**src/rtl/clk_ctrl_pkg.sv**
```systemverilog
// Shared types and default constants for the clock-fail select controller.
package clk_ctrl_pkg;

  typedef enum logic [1:0] {
    ST_LOCAL   = 2'd0,
    ST_EXT     = 2'd1,
    ST_HOLDOFF = 2'd2
  } clk_state_e;

  localparam int unsigned DEF_CNT_W    = 16;
  localparam int unsigned DEF_WIN_CYC  = 1000;
  localparam int unsigned DEF_TGL_MIN  = 100;
  localparam int unsigned DEF_TGL_MAX  = 300;
  localparam int unsigned DEF_GOOD_WIN = 4;
  localparam int unsigned DEF_HOLD_WIN = 8;

endpackage

```
**src/rtl/clk_win_meter.sv**
```systemverilog
// Measures external-clock toggle activity over fixed windows of clk_i cycles.
// win_end marks the terminal cycle; count/good describe the closing window,
// including any event arriving in that terminal cycle.
module clk_win_meter
  import clk_ctrl_pkg::*;
#(
  parameter int unsigned CNT_W   = DEF_CNT_W,
  parameter int unsigned WIN_CYC = DEF_WIN_CYC,
  parameter int unsigned TGL_MIN = DEF_TGL_MIN,
  parameter int unsigned TGL_MAX = DEF_TGL_MAX
) (
  input  logic             clk_i,
  input  logic             arst_n_i,
  input  logic             ext_tgl_i,
  output logic             win_end,
  output logic [CNT_W-1:0] count,
  output logic             good
);

  localparam logic [CNT_W-1:0] WIN_LAST = CNT_W'(WIN_CYC - 1);
  localparam logic [CNT_W-1:0] MIN_C    = CNT_W'(TGL_MIN);
  localparam logic [CNT_W-1:0] MAX_C    = CNT_W'(TGL_MAX);

  logic             s1, s2, s3;
  logic             ev;
  logic             inc;
  logic [CNT_W-1:0] win_cnt;
  logic [CNT_W-1:0] tgl_cnt;

  // Three-flop synchronizer; the last stage only serves edge detection.
  always_ff @(posedge clk_i or negedge arst_n_i) begin
    if (!arst_n_i) begin
      s1 <= 1'b0;
      s2 <= 1'b0;
      s3 <= 1'b0;
    end else begin
      s1 <= ext_tgl_i;
      s2 <= s1;
      s3 <= s2;
    end
  end

  assign ev      = s2 ^ s3;
  assign win_end = (win_cnt == WIN_LAST);
  assign inc     = ev & ~(&tgl_cnt);
  assign count   = tgl_cnt + CNT_W'(inc);
  assign good    = (count >= MIN_C) && (count <= MAX_C);

  // Free-running window counter, 0..WIN_CYC-1.
  always_ff @(posedge clk_i or negedge arst_n_i) begin
    if (!arst_n_i)    win_cnt <= '0;
    else if (win_end) win_cnt <= '0;
    else              win_cnt <= win_cnt + CNT_W'(1);
  end

  // Saturating toggle counter; clears at window end so a terminal-cycle event is not carried over.
  always_ff @(posedge clk_i or negedge arst_n_i) begin
    if (!arst_n_i)    tgl_cnt <= '0;
    else if (win_end) tgl_cnt <= '0;
    else              tgl_cnt <= count;
  end

endmodule

```
**src/rtl/clk_fail_sel_ctrl.sv**
```systemverilog
// Registered clock-select generator for a BUFGMUX-style selector: qualifies the
// external clock over repeated good windows, falls back on a bad window, then
// holds off before requalifying. Software force overrides the select output.
module clk_fail_sel_ctrl
  import clk_ctrl_pkg::*;
#(
  parameter int unsigned CNT_W    = DEF_CNT_W,
  parameter int unsigned WIN_CYC  = DEF_WIN_CYC,
  parameter int unsigned TGL_MIN  = DEF_TGL_MIN,
  parameter int unsigned TGL_MAX  = DEF_TGL_MAX,
  parameter int unsigned GOOD_WIN = DEF_GOOD_WIN,
  parameter int unsigned HOLD_WIN = DEF_HOLD_WIN
) (
  input  logic             clk_i,
  input  logic             arst_n_i,
  input  logic             ext_tgl_i,
  input  logic             force_en_i,
  input  logic             force_sel_i,
  output logic             sel_o,
  output logic             ext_ok_o,
  output logic [CNT_W-1:0] tgl_cnt_o,
  output logic [1:0]       state_o,
  output logic             switch_p_o
);

  localparam int unsigned GW = $clog2(GOOD_WIN + 1);
  localparam int unsigned HW = $clog2(HOLD_WIN + 1);
  localparam logic [GW-1:0] GOOD_LIM = GW'(GOOD_WIN);
  localparam logic [HW-1:0] HOLD_LIM = HW'(HOLD_WIN);

  logic             win_end;
  logic [CNT_W-1:0] count;
  logic             good;

  clk_state_e       state_q, state_d;
  logic [GW-1:0]    good_q, good_d, good_inc;
  logic [HW-1:0]    hold_q, hold_d;
  logic             sel_q, sel_d;
  logic             sw_q;
  logic [CNT_W-1:0] cnt_q;
  logic             ok_q;

  clk_win_meter #(
    .CNT_W   (CNT_W),
    .WIN_CYC (WIN_CYC),
    .TGL_MIN (TGL_MIN),
    .TGL_MAX (TGL_MAX)
  ) u_meter (
    .clk_i     (clk_i),
    .arst_n_i  (arst_n_i),
    .ext_tgl_i (ext_tgl_i),
    .win_end   (win_end),
    .count     (count),
    .good      (good)
  );

  // Next-state logic: qualification, fallback and hold-off, stepped at window end.
  always_comb begin
    state_d  = state_q;
    good_d   = good_q;
    hold_d   = hold_q;
    good_inc = good_q + GW'(1);
    case (state_q)
      ST_LOCAL: begin
        if (win_end) begin
          if (!good) begin
            good_d = '0;
          end else if (good_inc == GOOD_LIM) begin
            state_d = ST_EXT;
            good_d  = '0;
          end else begin
            good_d = good_inc;
          end
        end
      end
      ST_EXT: begin
        if (win_end && !good) begin
          state_d = ST_HOLDOFF;
          hold_d  = HOLD_LIM;
        end
      end
      ST_HOLDOFF: begin
        if (win_end) begin
          hold_d = hold_q - HW'(1);
          if (hold_d == '0) begin
            state_d = ST_LOCAL;
            good_d  = '0;
          end
        end
      end
      default: begin
        state_d = ST_LOCAL;
        good_d  = '0;
        hold_d  = '0;
      end
    endcase
    // Select is derived from the next state so it moves together with state_o.
    sel_d = force_en_i ? force_sel_i : (state_d == ST_EXT);
  end

  // FSM, select, switch pulse and latched window status registers.
  always_ff @(posedge clk_i or negedge arst_n_i) begin
    if (!arst_n_i) begin
      state_q <= ST_LOCAL;
      good_q  <= '0;
      hold_q  <= '0;
      sel_q   <= 1'b0;
      sw_q    <= 1'b0;
      cnt_q   <= '0;
      ok_q    <= 1'b0;
    end else begin
      state_q <= state_d;
      good_q  <= good_d;
      hold_q  <= hold_d;
      sel_q   <= sel_d;
      sw_q    <= sel_d ^ sel_q;
      if (win_end) begin
        cnt_q <= count;
        ok_q  <= good;
      end
    end
  end

  assign sel_o      = sel_q;
  assign switch_p_o = sw_q;
  assign tgl_cnt_o  = cnt_q;
  assign ext_ok_o   = ok_q;
  assign state_o    = state_q;

endmodule

```
**config.mk**
```make
export PLATFORM = sky130hd
export DESIGN_NAME = clk_fail_sel_ctrl
export DESIGN_NICKNAME = d
export VERILOG_FILES = /design/src/rtl/clk_ctrl_pkg.sv /design/src/rtl/clk_win_meter.sv /design/src/rtl/clk_fail_sel_ctrl.sv
export SDC_FILE = /design/constraint.sdc
export NUM_CORES = 1
export LEC_CHECK = 0
export CORE_ASPECT_RATIO = 1.2
export CORE_MARGIN = 10
export CORE_UTILIZATION = 39
export DETAILED_ROUTE_END_ITERATION = 6
export GPL_TIMING_DRIVEN = 0
export SLEW_MARGIN = 25
export SYNTH_ARGS = -nofsm -noshare
export SYNTH_HDL_FRONTEND = slang
export SYNTH_HIERARCHICAL = 1
export SYNTH_SLANG_ARGS = --single-unit
```
**constraint.sdc**
```tcl
create_clock -name clk_i -period 6.8 [get_ports clk_i]
set_input_delay 1.02 -clock clk_i [delete_from_list [all_inputs] [get_ports clk_i]]
set_output_delay 1.02 -clock clk_i [all_outputs]
set_load 0.02 [all_outputs]
```
; ---- Word-level counts from Yosys, hierarchy flattened
; Cells that the tools add are included.
[classes]
reduce_logical = 8
add_sub_neg = 4
shifts = 0
n_bitwise = 6
div_mod_pow = 0
multipliers = 0
magnitude_cmp = 2
eq_ne = 9
mux = 19
[ops]
columns = op, count
row1 = two-way mux 16 bit, 2
row2 = adder 16 x 1 -> 16 bit, 1
row3 = "adder 16 x 1 -> 16 bit, second input constant", 1
row4 = "== test 16 x 10 -> 1 bit, second input constant", 1
row5 = "greater-or-equal comparator 16 x 7 -> 1 bit, second input constant", 1
row6 = "less-or-equal comparator 16 x 9 -> 1 bit, second input constant", 1
row7 = AND reduction 16 bit, 1
row8 = two-way mux 3 bit, 5
row9 = two-way mux 2 bit, 6
row10 = case mux 4 bit (3 select lines), 1
row11 = case mux 3 bit (3 select lines), 1
row12 = two-way mux 4 bit, 2
row13 = "inequality test 2 bit, second input constant", 4
row14 = case mux 2 bit (3 select lines), 1
row15 = "== test 2 x 1 -> 1 bit, second input constant", 2
row16 = logical NOT 4 bit, 1
row17 = AND reduction 4 bit, 1
row18 = "subtractor 4 x 1 -> 4 bit, second input constant", 1
row19 = "adder 3 x 1 -> 3 bit, second input constant", 1
row20 = "== test 3 bit, second input constant", 1
row21 = inverter 1 bit, 3
row22 = AND reduction 3 bit, 1
row23 = "== test 2 bit, second input constant", 1
row24 = logical AND 1 bit, 2
row25 = 5 further kinds, 6
[word_totals]
ram_bits = 0
latchBits = 0
n_memories = 0
mem_bits_ro = 0
output_inout_bits = 21
register_bits = 63
inputBits = 5

; ---- Logic depth before layout (Yosys ltp)
; Gate-level depths: netlist of the first run.
[depth]
word_depth = 13
depth_mapped = 18
ltp_nobuf = 16

; ---- Cells and area by module
; The synthesis of the first run kept the hierarchy.
[modules_own_cells]
columns = mod, cells_per_inst, seq_area_each_um2, n_inst, area_each_um2
row1 = clk_win_meter, 204, 875.8, 1, 1961.9
row2 = clk_fail_sel_ctrl, 109, 700.7, 1, 1346.3

; ---- Worst setup path before layout of the first run
; OpenSTA, ideal clock, no wires.
[synth_timing]
path_type = reg2reg
start = register u_meter.tgl_cnt[8]
end = register sw_q, in the netlist switch_p_o
slack_ps = 2977
arrival_time_ps = 3744
t_required_ps = 6721
stages_incl_launch_ff = 18
path_buffers = 1
setup_ps = 79
cell_sequence = dfrtp_1 -> clkbuf_1 -> nand4_1 -> nor4_1 -> a31oi_1 -> ha_1 -> ha_1 -> nand4_4 -> or3_4 -> or4b_1 -> nand3_1 -> o211ai_2 -> a2111oi_4 -> nand2b_1 -> a21oi_1 -> a221o_1 -> o41ai_4 -> xor2_1
[synth_between]
elab_chain_cells = 13
word_cells_on_any_way = 16
cone_classes = 1 x add/sub / 2 x order compare / 1 x eq/ne / 5 x mux / 3 x bitwise / 4 x reduce/logical
[synth_rtl]
columns = element, line_no
row1 = from (decl), clk_win_meter.sv:28  ; logic [CNT_W-1:0] tgl_cnt;
row2 = from (signal assigned), clk_win_meter.sv:60  ; else tgl_cnt <= count;
row3 = AND reduction 16 bit, clk_win_meter.sv:45  ; assign inc = ev & ~(&tgl_cnt);
row4 = inverter 1 bit, clk_win_meter.sv:45
row5 = bitwise AND 1 bit, clk_win_meter.sv:45
row6 = adder 16 x 1 -> 16 bit (*), clk_win_meter.sv:46  ; assign count = tgl_cnt + CNT_W'(inc);
row7 = greater-or-equal comparator 16 x 7 -> 1 bit / less-or-equal comparator 16 x 9 -> 1 bit (equally long branches), clk_win_meter.sv:47  ; assign good = (count >= MIN_C) && (count <= MAX_C);
row8 = logical AND 1 bit (*), clk_win_meter.sv:47
row9 = net good, clk_fail_sel_ctrl.sv:33  ; logic good;
row10 = logical NOT 1 bit, clk_fail_sel_ctrl.sv:77  ; if (win_end && !good) begin
row11 = logical AND 1 bit, clk_fail_sel_ctrl.sv:77
row12 = two-way mux 2 bit, clk_fail_sel_ctrl.sv:77
row13 = case mux 2 bit (3 select lines) (*), clk_fail_sel_ctrl.sv:63  ; case (state_q)
row14 = == test 2 x 1 -> 1 bit (*), clk_fail_sel_ctrl.sv:98  ; sel_d = force_en_i ? force_sel_i : (state_d == ST_EXT);
row15 = two-way mux 1 bit (*), clk_fail_sel_ctrl.sv:98
row16 = net sel_d, clk_fail_sel_ctrl.sv:38  ; logic sel_q, sel_d;
row17 = bitwise XOR 1 bit (*), clk_fail_sel_ctrl.sv:116  ; sw_q <= sel_d ^ sel_q;
row18 = to (signal assigned), clk_fail_sel_ctrl.sv:116
row19 = to (decl), clk_fail_sel_ctrl.sv:39  ; logic sw_q;
; Mark *: on every way through the listed nets, which the timed path passes. The rest lies on a longest branch.
; A chain may end at the register's enable or synchronous reset.

; ---- Worst setup path in the final report of the first run
; Same ends and word-level chain as after synthesis.

==> results of run 1 <==
[placed cells by master (no fill, tap or decap), types with 3 or more instances in the layout]
| master | synthesis | routed |
|---|---|---|
| a21boi_0 | 11 | 11 |
| a21oi_1 | 5 | 5 |
| a31oi_1 | 3 | 3 |
| and3_1 | 3 | 3 |
| buf_4 | 3 | 4 |
| clkbuf_1 | 7 | 10 |
| clkbuf_8 | 0 | 12 |
| clkdlybuf4s50_1 | 0 | 24 |
| dfrtp_1 | 63 | 63 |
| ha_1 | 12 | 12 |
| inv_1 | 14 | 14 |
| mux2_2 | 19 | 19 |
| nand2_1 | 25 | 25 |
| nand2b_1 | 7 | 7 |
| nand3_1 | 15 | 15 |
| nand4_1 | 6 | 6 |
| nor2_1 | 25 | 25 |
| nor2b_1 | 5 | 5 |
| nor3_1 | 9 | 9 |
| nor4_1 | 4 | 4 |
| o21ai_0 | 7 | 7 |
| o41ai_1 | 3 | 3 |
| xnor2_1 | 16 | 16 |
| xor2_1 | 15 | 15 |
[registers in the layout, indices dropped and copies added, names as in the netlist]
register and count:
tgl_cnt_o 16, u_meter/tgl_cnt 16, u_meter/win_cnt 16, hold_q 4, good_q 3, state_o 2, ext_ok_o 1, sel_o 1
switch_p_o 1, u_meter/s1 1, u_meter/s2 1, u_meter/s3 1
[through the flow]
stage / util / std cells
after floorplan: - / 313
after global placement: 0.451 / 452
after detailed placement: 0.454 / 453
after CTS: 0.475 / 468
after global routing: 0.475 / 468
final: 0.475 / 468
[critical path: stages (launching register included)]
cell,delay (ns)
dfrtp_1,0.32
clkbuf_1,0.24
nand4_1,0.16
nor4_1,0.51
a31oi_1,0.17
ha_1,0.23
ha_1,0.23
buf_1,0.24
nor2_1,0.16
o21ai_0,0.09
a211oi_1,0.27
o211ai_1,0.16
a2111oi_4,0.56
nand2b_1,0.17
a21oi_1,0.10
a221o_1,0.36
o41ai_4,0.26
xor2_1,0.17
[path summary, 6_finish.rpt]
kind                                      end  slack [ns]  cells past startpoint
max in group asynchronous  u_meter/tgl_cnt[9]        5.72                      2
hold reg to reg                    u_meter/s2        0.35                      0
hold / removal                     u_meter/s2        0.35                      0
min in group asynchronous        tgl_cnt_o[1]        0.57                      1
setup reg to reg                   switch_p_o        2.32                     17
setup / recovery                   switch_p_o        2.32                     17
[power groups by stage]
stage,sequential [mW],combinational (mW),clock (mW)
finish,0.412,0.169,0.298
global placement,0.417,0.167,0
detailed placement,0.418,0.169,0
CTS,0.411,0.170,0.310
global route,0.414,0.193,0.326
floorplan,0.416,0.128,0
[cell families (layout without fill, tap and decap cells)]
group                    after synthesis  after routing  share of synthesized area
AO/OA/AOI/OAI                         49             49                      0.121
XOR/XNOR                              31             31                     0.0821
adder cells (fa/ha/maj)               12             12                     0.0454
buffers and inverters                 26             67                     0.0329
flip-flops                            63             63                      0.477
multiplexers                          19             19                     0.0647
AND/OR/NAND/NOR                      113            113                      0.178
[area by class of cell]
class	instances	share of cell area
Timing Repair Buffer	26	0.0687
Sequential cell	63	0.405
Buffer	12	0.0145
Tap cell	114	0.0366
Clock buffer	15	0.0453
Multi-Input combinational cell	224	0.417
Inverter	14	0.0135
[layer usage]
metal  global-route usage  wire, µm  up-vias
met5                    0         0        -
met2                0.187      3250       35
met3               0.0340       267       11
met4               0.0645       170        0
met1                0.125      2910     1163
li1                     -         -     1171
==> qor.yml, run 1 <==
status:
  outcome: "finished, final reports clean"
logic_synthesis:
  synth_top_cell_by_area: "dfrtp_1"
  syn_area_mm2: 0.00331
  syn_area_per_cell_um2: 10.6
  ys_warn_count: 6
  synthArstFlopShare: 1.00
  synthFlopType: "dfrtp_1"
  syn_nets: 330
  netlist_top_cells_area: "dfrtp_1 (48%), mux2_2 (6.5%), ha_1 (4.5%)"
  syn_inst: 313
  synth_edf_count: 0
  synth_seq_area_share: 0.477
  synth-seq-cells: 63
  netlist_top_cells_count: "dfrtp_1 (63), nand2_1 (25), nor2_1 (25), mux2_2 (19), xnor2_1 (16)"
  yosysTopAreaCellShare: 0.477
  synth_cell_type_count: 53
  synth_most_common_cell: "dfrtp_1"
drt:
  via_per_inst: 5.09
  vias: 2380
  drc: 0
  ant_nets: 0
  drt-initial-drc-count: 67
  wirelength_mm: 6.61
  firstDrtPassIters: 4
  drt-wirelength-per-cell_um: 14.1
layout:
  multi_input_area_mm2: 0.00162
  seqCellArea_mm2: 0.00158
  n_antenna_cell: 0
  syn2layout_area_growth_pct: 17.7
  num-fill-cells: 807
  drive_gt1_frac: 0.130
  design_area_mm2: 0.00389
  fin_nets: 367
worst_setup_path:
  critPathLaunch: "u_meter/tgl_cnt[8]"
  cp.arrival_ns: 4.75
  r2r_start: "u_meter/tgl_cnt[8]"
  path_class: "reg2reg"
  endpoint_kind: "flop"
  start_kind: "flop"
  crit_required_ns: 7.07
  crit_fanout: 10
floorplanning:
  initial_core_util: 0.404
  fp.dieH_um: 121
  core-area_mm2: 0.00820
  io-pin-count: 26
  row_count: 36
  die_area_mm2: 0.0126
  die_w_um: 104
sta:
  fmaxAchievable_mhz: 223
  min_period_ns: 4.48
  hold_ws_ns: 0.347
  final_max_slew_viol_count: 0
  setup-tns-final_ns: 0
  skew_ns: 0.00934
  rsz0062_at_grt: "no"
  period_share: 0.659
  setup_viol: 0
  fin_ws_ns: 2.32
  finalHoldViolCount: 0
  slew_headroom: 0.507
  tightestPinTransition_ns: 0.733
power:
  cellLeakagePower_nw: 1.69
  switching_share: 0.286
  p_per_area_mw_per_mm2: 225
  intPower_uw: 627
  combPwrFrac: 0.192
  power.net_switching_uw: 251
  ir_drop_mv: 0.105
  seqPwrFrac: 0.469
  p_clk_frac: 0.339
  finalPower_uw: 878
grt:
  grt_max_degree: 41
  grt_overflow_total: 0
  antenna_found_initial: 0
  grt_pass1_vias: 2458
  grt_pass1_wl_mm: 11.5
  grt_usage: 0.112
cts:
  clock_sinks: 63
  clkTransAtPathRegs_ns: 0.07
  clock_path_buffers: 2
  post_cts_buffers: 0
  ctsHoldBuffers: 0
  post_cts_resized: 0
  cts_root_buffer: "clkbuf_8"
  cts_inserted_buffers: 9
  htree_levels: 3
  cts_tree: "built"
  clk_latency_ns: 0.34
placed_design:
  io_buffers: 25
  pre_cts_slack_ns: 2.34
  place_area_mm2: 0.00372
  dp_hpwl_mm: 4.82
  globalplace.congestion: 0.847
worst_hold_path:
  hold_class: "reg2reg"
  min_from: "u_meter/s1"
run:
  maxCapViolations: 0
Note: power is estimated with default switching activity, not from simulation.
==> run 2: changes to the inputs <==
==> constraint.sdc (replaced) <==
create_clock -name clk_i -period 3.9 [get_ports clk_i]
set_input_delay 0.585 -clock clk_i [delete_from_list [all_inputs] [get_ports clk_i]]
set_output_delay 0.585 -clock clk_i [all_outputs]
set_load 0.02 [all_outputs]
==> qor.yml, run 2 (same netlist as run 1, synthesis figures left out) <==
status:
  outcome: "finished, final reports clean"
cts:
  clkTransAtPathRegs_ns: 0.07  # about the same
  cts_root_buffer: "clkbuf_8"
  clk_latency_ns: 0.34  # about the same
  htree_levels: 3  # unchanged
  ctsHoldBuffers: 0  # unchanged
  cts_tree: "built"
  clock_sinks: 63  # unchanged
  clock_path_buffers: 2  # unchanged
  cts_inserted_buffers: 9  # unchanged
worst_hold_path:
  hold_class: "in2async"
run:
  maxCapViolations: 0  # unchanged
worst_setup_path:
  r2r_end: "switch_p_o"
  crit_fanout: 10  # unchanged
  path_class: "reg2reg"
  rrSetupSlack_ns: 0.15  # -2.17 ns
  cp.arrival_ns: 3.97  # -0.78 ns
  crit_required_ns: 4.12  # -2.95 ns
  start_kind: "flop"
  endpoint_kind: "flop"
  rr_worst_depth: 17  # unchanged
  r2r_start: "u_meter/tgl_cnt[7]"
layout:
  syn2layout_area_growth_pct: 27.7
  final_cell_mix: "dfrtp_1 (57), clkdlybuf4s50_1 (24), nor2_1 (23), nand2_1 (23)"
  num-fill-cells: 778  # -3.6%
  fin_nets: 383  # +4.4%
  design_area_mm2: 0.00422  # +8.4%
  n_antenna_cell: 0  # unchanged
  drive_gt1_frac: 0.254  # +0.124
  fin_util: 0.515  # +0.0401
  final_common_cell: "dfrtp_1"
sta:
  slew_headroom: 0.592  # +0.0853
  hold_ws_ns: 0.132  # -0.215 ns
  fmaxAchievable_mhz: 266  # +19%
  period_share: 0.962  # +0.303
  final_max_slew_viol_count: 0  # unchanged
  min_period_ns: 3.75  # -0.731 ns
  finalHoldViolCount: 0  # unchanged
  setup_viol: 0  # unchanged
  tightestPinTransition_ns: 0.607  # -0.126 ns
  rsz0062_at_grt: "yes"
  skew_ns: 0.00988  # +0.000540 ns
drt:
  wl_met3_um: 252  # -5.6%
  wirelength_mm: 7.05  # +6.8%
  routed.top_layer: "met4"
  via_per_inst: 5.09  # +0.15%
  met2_length_mm: 3.54  # +8.8%
  drt-met1-wl_mm: 3.10  # +6.4%
  drt-initial-drc-count: 57  # -15%
  firstDrtPassIters: 5  # +1
  ant_nets: 0  # unchanged
  drt-wirelength-per-cell_um: 14.6  # +3.3%
  drc: 0  # unchanged
  vias: 2465  # +3.6%
grt:
  grt_overflow_total: 0  # unchanged
  grt_pass1_vias: 2508  # +2.0%
  grt_pass1_wl_mm: 12.1  # +5.0%
  grt_usage: 0.117  # +0.00516
  antenna_found_initial: 0  # unchanged
  grt_max_degree: 41  # unchanged
floorplanning:
  initial_core_util: 0.404  # unchanged
  row_count: 36  # unchanged
  fp.dieH_um: 121  # unchanged
  die_w_um: 104  # unchanged
  die_area_mm2: 0.0126  # unchanged
  core-area_mm2: 0.00820  # unchanged
  io-pin-count: 26  # unchanged
power:
  ir_drop_mv: 0.200  # +90%
  p_per_area_mw_per_mm2: 385  # +71%
  cellLeakagePower_nw: 1.85  # +9.5%
placed_design:
  dp_hpwl_mm: 4.82  # unchanged
  io_buffers: 25  # unchanged
  globalplace.congestion: 0.847  # unchanged
  place_area_mm2: 0.00372  # unchanged
run 2: critical path, stage by stage (launching register included):
cell and delay, ns:
dfrtp_2 0.42, nand4_1 0.19, nor4_4 0.35, a31oi_4 0.14
ha_4 0.19, ha_4 0.16, buf_4 0.17, o41ai_1 0.36
a22oi_1 0.15, o211ai_1 0.27, a2111oi_4 0.11, buf_4 0.17
buf_6 0.12, inv_1 0.09, a31oi_4 0.10, a311oi_4 0.34
o41ai_4 0.13, xor2_1 0.15
run 2: power breakdown:
group,leakage [nW],switching [mW],internal (mW),total [mW]
sequential,0.835,0.0340,0.692,0.726
clock,0.0898,0.240,0.280,0.520
combinational,0.921,0.201,0.180,0.381
total,1.85,0.475,1.15,1.63
run 2: final cells by class:
type | count | area [µm²] | share of cell area
tap | 114 | 143 | 0.0338
sequential | 63 | 1580 | 0.375
buffer | 10 | 66.3 | 0.0157
timing repair buffer | 44 | 407 | 0.0963
multi-input combinational | 224 | 1800 | 0.425
clock buffer | 15 | 176 | 0.0418
inverter | 14 | 52.6 | 0.0124
run 2: repair_timing:
item | 4_1_cts | 5_1_grt
pin swaps | 13 | 16
buffers inserted | 10 | 9
resized for setup | 19 | 31
endpoints found under the setup margin | 9 | 18
run 2: per-layer routing:
metal	GRT usage	up-vias
li1	-	1211
met1	0.135	1210
met2	0.193	33
met3	0.0345	11
met4	0.0653	0
met5	0	-
run 2: how the worst max path moves through the flow:
| stage | start | to | slack, ns | cells after the start |
|---|---|---|---|---|
| CTS | u_meter/tgl_cnt[12] | switch_p_o | -0.19 | 17 |
| floorplan | u_meter/tgl_cnt[8] | switch_p_o | 0.08 | 17 |
| global placement | u_meter/tgl_cnt[7] | switch_p_o | -0.53 | 17 |
| finish | u_meter/tgl_cnt[7] | switch_p_o | 0.15 | 17 |
| detailed placement | u_meter/tgl_cnt[8] | hold_q[2] | -0.56 | 17 |
| global route | u_meter/tgl_cnt[7] | switch_p_o | -0.02 | 18 |
run 2: stage by stage:
step / setup TNS (ns) / setup slack (ns) / power, mW / cells
3_3_place_gp: -2.40 / -0.531 / 1.02 / 452
2_1_floorplan: 0 / 0.0771 / 0.948 / 313
3_5_place_dp: -2.62 / -0.557 / 1.02 / 453
4_1_cts: -0.247 / -0.194 / 1.60 / 476
5_1_grt: -0.0220 / -0.0220 / 1.73 / 484
6_report: 0 / 0.148 / 1.63 / 484
==> run 3: changes to the inputs <==
--- a/config.mk
+++ b/config.mk
@@ -8,6 +8,8 @@
 export CORE_ASPECT_RATIO = 1.2
 export CORE_MARGIN = 10
 export CORE_UTILIZATION = 39
+export CTS_BUF_LIST = sky130_fd_sc_hd__clkbuf_8 sky130_fd_sc_hd__clkbuf_16
+export CTS_CLUSTER_SIZE = 25
 export DETAILED_ROUTE_END_ITERATION = 6
 export GPL_TIMING_DRIVEN = 0
 export SLEW_MARGIN = 25
==> qor.yml, run 3 (same netlist as run 1, synthesis figures left out) <==
run:
  maxCapViolations: 0  # unchanged
placed_design:
  dp_hpwl_mm: 4.82  # unchanged
  place_area_mm2: 0.00372  # unchanged
  pre_cts_slack_ns: -0.557  # unchanged
  io_buffers: 25  # unchanged
  globalplace.congestion: 0.847  # unchanged
  place_inst: 453  # unchanged
sta:
  finalHoldViolCount: 0  # unchanged
  setup_viol: 0  # unchanged
  fin_ws_ns: 0.143  # -0.00505 ns
  slew_headroom: 0.592  # about the same
  final_max_slew_viol_count: 0  # unchanged
  skew_ns: 0.00903  # -0.000851 ns
  rsz0062_at_grt: "yes"
  period_share: 0.963  # +0.00129
  hold_ws_ns: 0.131  # -0.00122 ns
  min_period_ns: 3.76  # +0.00505 ns
  fmaxAchievable_mhz: 266  # -0.13%
  tightestPinTransition_ns: 0.607  # -0.0000631 ns
  setup-tns-final_ns: 0  # unchanged
worst_setup_path:
  cpLargestDelayFamily: "compound AO/OA/AOI/OAI gates"
  critical_path_buf_inv_count: 4  # unchanged
  endpoint_kind: "flop"
  crit_required_ns: 4.12  # about the same
  cp.arrival_ns: 3.97  # about the same
  start_kind: "flop"
  path_class: "reg2reg"
  crit_chain: "nand4_1 > nor4_4 > a31oi_4 > ha_4 > ha_4 > buf_4 > o41ai_1 > a22oi_1 > o211ai_1 > a2111oi_4 > buf_4 > buf_6 > inv_1 > a31oi_4 > a311oi_4 > o41ai_4 > xor2_1"
  cpMaxStageDelayCell: "dfrtp_2"
  crit_fanout: 10  # unchanged
  crit_path_max_incr_delay_ns: 0.42  # about the same
drt:
  ant_nets: 0  # unchanged
  drt-wirelength-per-cell_um: 14.6  # +0.16%
  wirelength_mm: 7.07  # +0.16%
  drc: 0  # unchanged
  via_per_inst: 5.09  # about the same
  firstDrtPassIters: 5  # unchanged
  vias: 2463  # -0.081%
  drt-initial-drc-count: 55  # -3.5%
cts:
  clk_latency_ns: 0.34  # about the same
  htree_levels: 3  # unchanged
  clock_sinks: 63  # unchanged
  cts_inserted_buffers: 9  # unchanged
  cts_tree: "built"
  clock_path_buffers: 2  # unchanged
  ctsHoldBuffers: 0  # unchanged
  clkTransAtPathRegs_ns: 0.07  # about the same
  cts_root_buffer: "clkbuf_8"
layout:
  seqCellArea_mm2: 0.00158  # unchanged
  final_common_cell: "dfrtp_1"
  final_cell_mix: "dfrtp_1 (57), clkdlybuf4s50_1 (24), nor2_1 (23), nand2_1 (23)"
  fin_nets: 383  # unchanged
  syn2layout_area_growth_pct: 27.7  # unchanged
  n_antenna_cell: 0  # unchanged
  fin_util: 0.515  # unchanged
  drive_gt1_frac: 0.254  # unchanged
  num-fill-cells: 778  # unchanged
  design_area_mm2: 0.00422  # unchanged
  multi_input_area_mm2: 0.00180  # unchanged
  final_cells: 484  # unchanged
grt:
  grt_max_degree: 41  # unchanged
  grt_usage: 0.117  # unchanged
  grt_pass1_wl_mm: 12.1  # unchanged
  grt_pass1_vias: 2508  # unchanged
  grt_overflow_total: 0  # unchanged
  antenna_found_initial: 0  # unchanged
floorplanning:
  initial_core_util: 0.404  # unchanged
  die_area_mm2: 0.0126  # unchanged
  die_w_um: 104  # unchanged
  core-area_mm2: 0.00820  # unchanged
  row_count: 36  # unchanged
  io-pin-count: 26  # unchanged
  fp.dieH_um: 121  # unchanged
status:
  outcome: "finished, final reports clean"
power:
  cellLeakagePower_nw: 1.86  # +0.67%
  ir_drop_mv: 0.200  # +0.13%
  finalPower_mw: 1.62  # -0.38%
  p_per_area_mw_per_mm2: 384  # -0.38%
worst_hold_path:
  hold_class: "in2async"
-- run 3: cell types whose count changed in the layout (fill, tap and decap cells not counted) --
| cell | previous run | this run |
|---|---|---|
| clkbuf_1 | 6 | 3 |
| inv_1 | 14 | 17 |
-- run 3: path summary, 6_finish.rpt --
kind	startpoint	end	slack [ns]	cells after the start
setup / recovery	u_meter/tgl_cnt[7]	switch_p_o	0.14	17
hold / removal	arst_n_i	tgl_cnt_o[1]	0.13	1
setup reg to reg	u_meter/tgl_cnt[7]	switch_p_o	0.14	17
hold reg to reg	u_meter/s1	u_meter/s2	0.35	0
max in group asynchronous	arst_n_i	u_meter/tgl_cnt[9]	3.24	2
min in group clk_i	u_meter/s1	u_meter/s2	0.35	0
-- run 3: layer usage --
| layer | wire length [µm] | vias up | share of wire | track usage |
|---|---|---|---|---|
| met2 | 3540 | 37 | 0.50 | 0.193 |
| met4 | 163 | 0 | 0.023 | 0.0653 |
| met3 | 268 | 11 | 0.038 | 0.0345 |
| li1 | - | 1211 | - | - |
| met1 | 3090 | 1204 | 0.44 | 0.135 |
| met5 | 0 | - | 0 | 0 |
-- run 3: layout make-up --
cell class	count	area share
multi-input cells	224	0.425
flip-flops and latches	63	0.375
repair buffers	44	0.0963
clock buffers	12	0.0391
well taps	114	0.0338
plain buffers	10	0.0157
inverters	14	0.0124
clock inverters	3	0.00267
-- run 3: what timing repair did --
action,in CTS,in global routing
pin swaps,13,16
gates resized for setup,19,31
setup buffers,10,9
cloned,0,0
endpoints found under the setup margin,9,18
-- run 3: report_power, final --
group	leakage [nW]	switching (mW)	internal [mW]
sequential	0.835	0.0339	0.692
combinational	0.921	0.202	0.180
clock	0.102	0.241	0.273
total	1.86	0.477	1.14
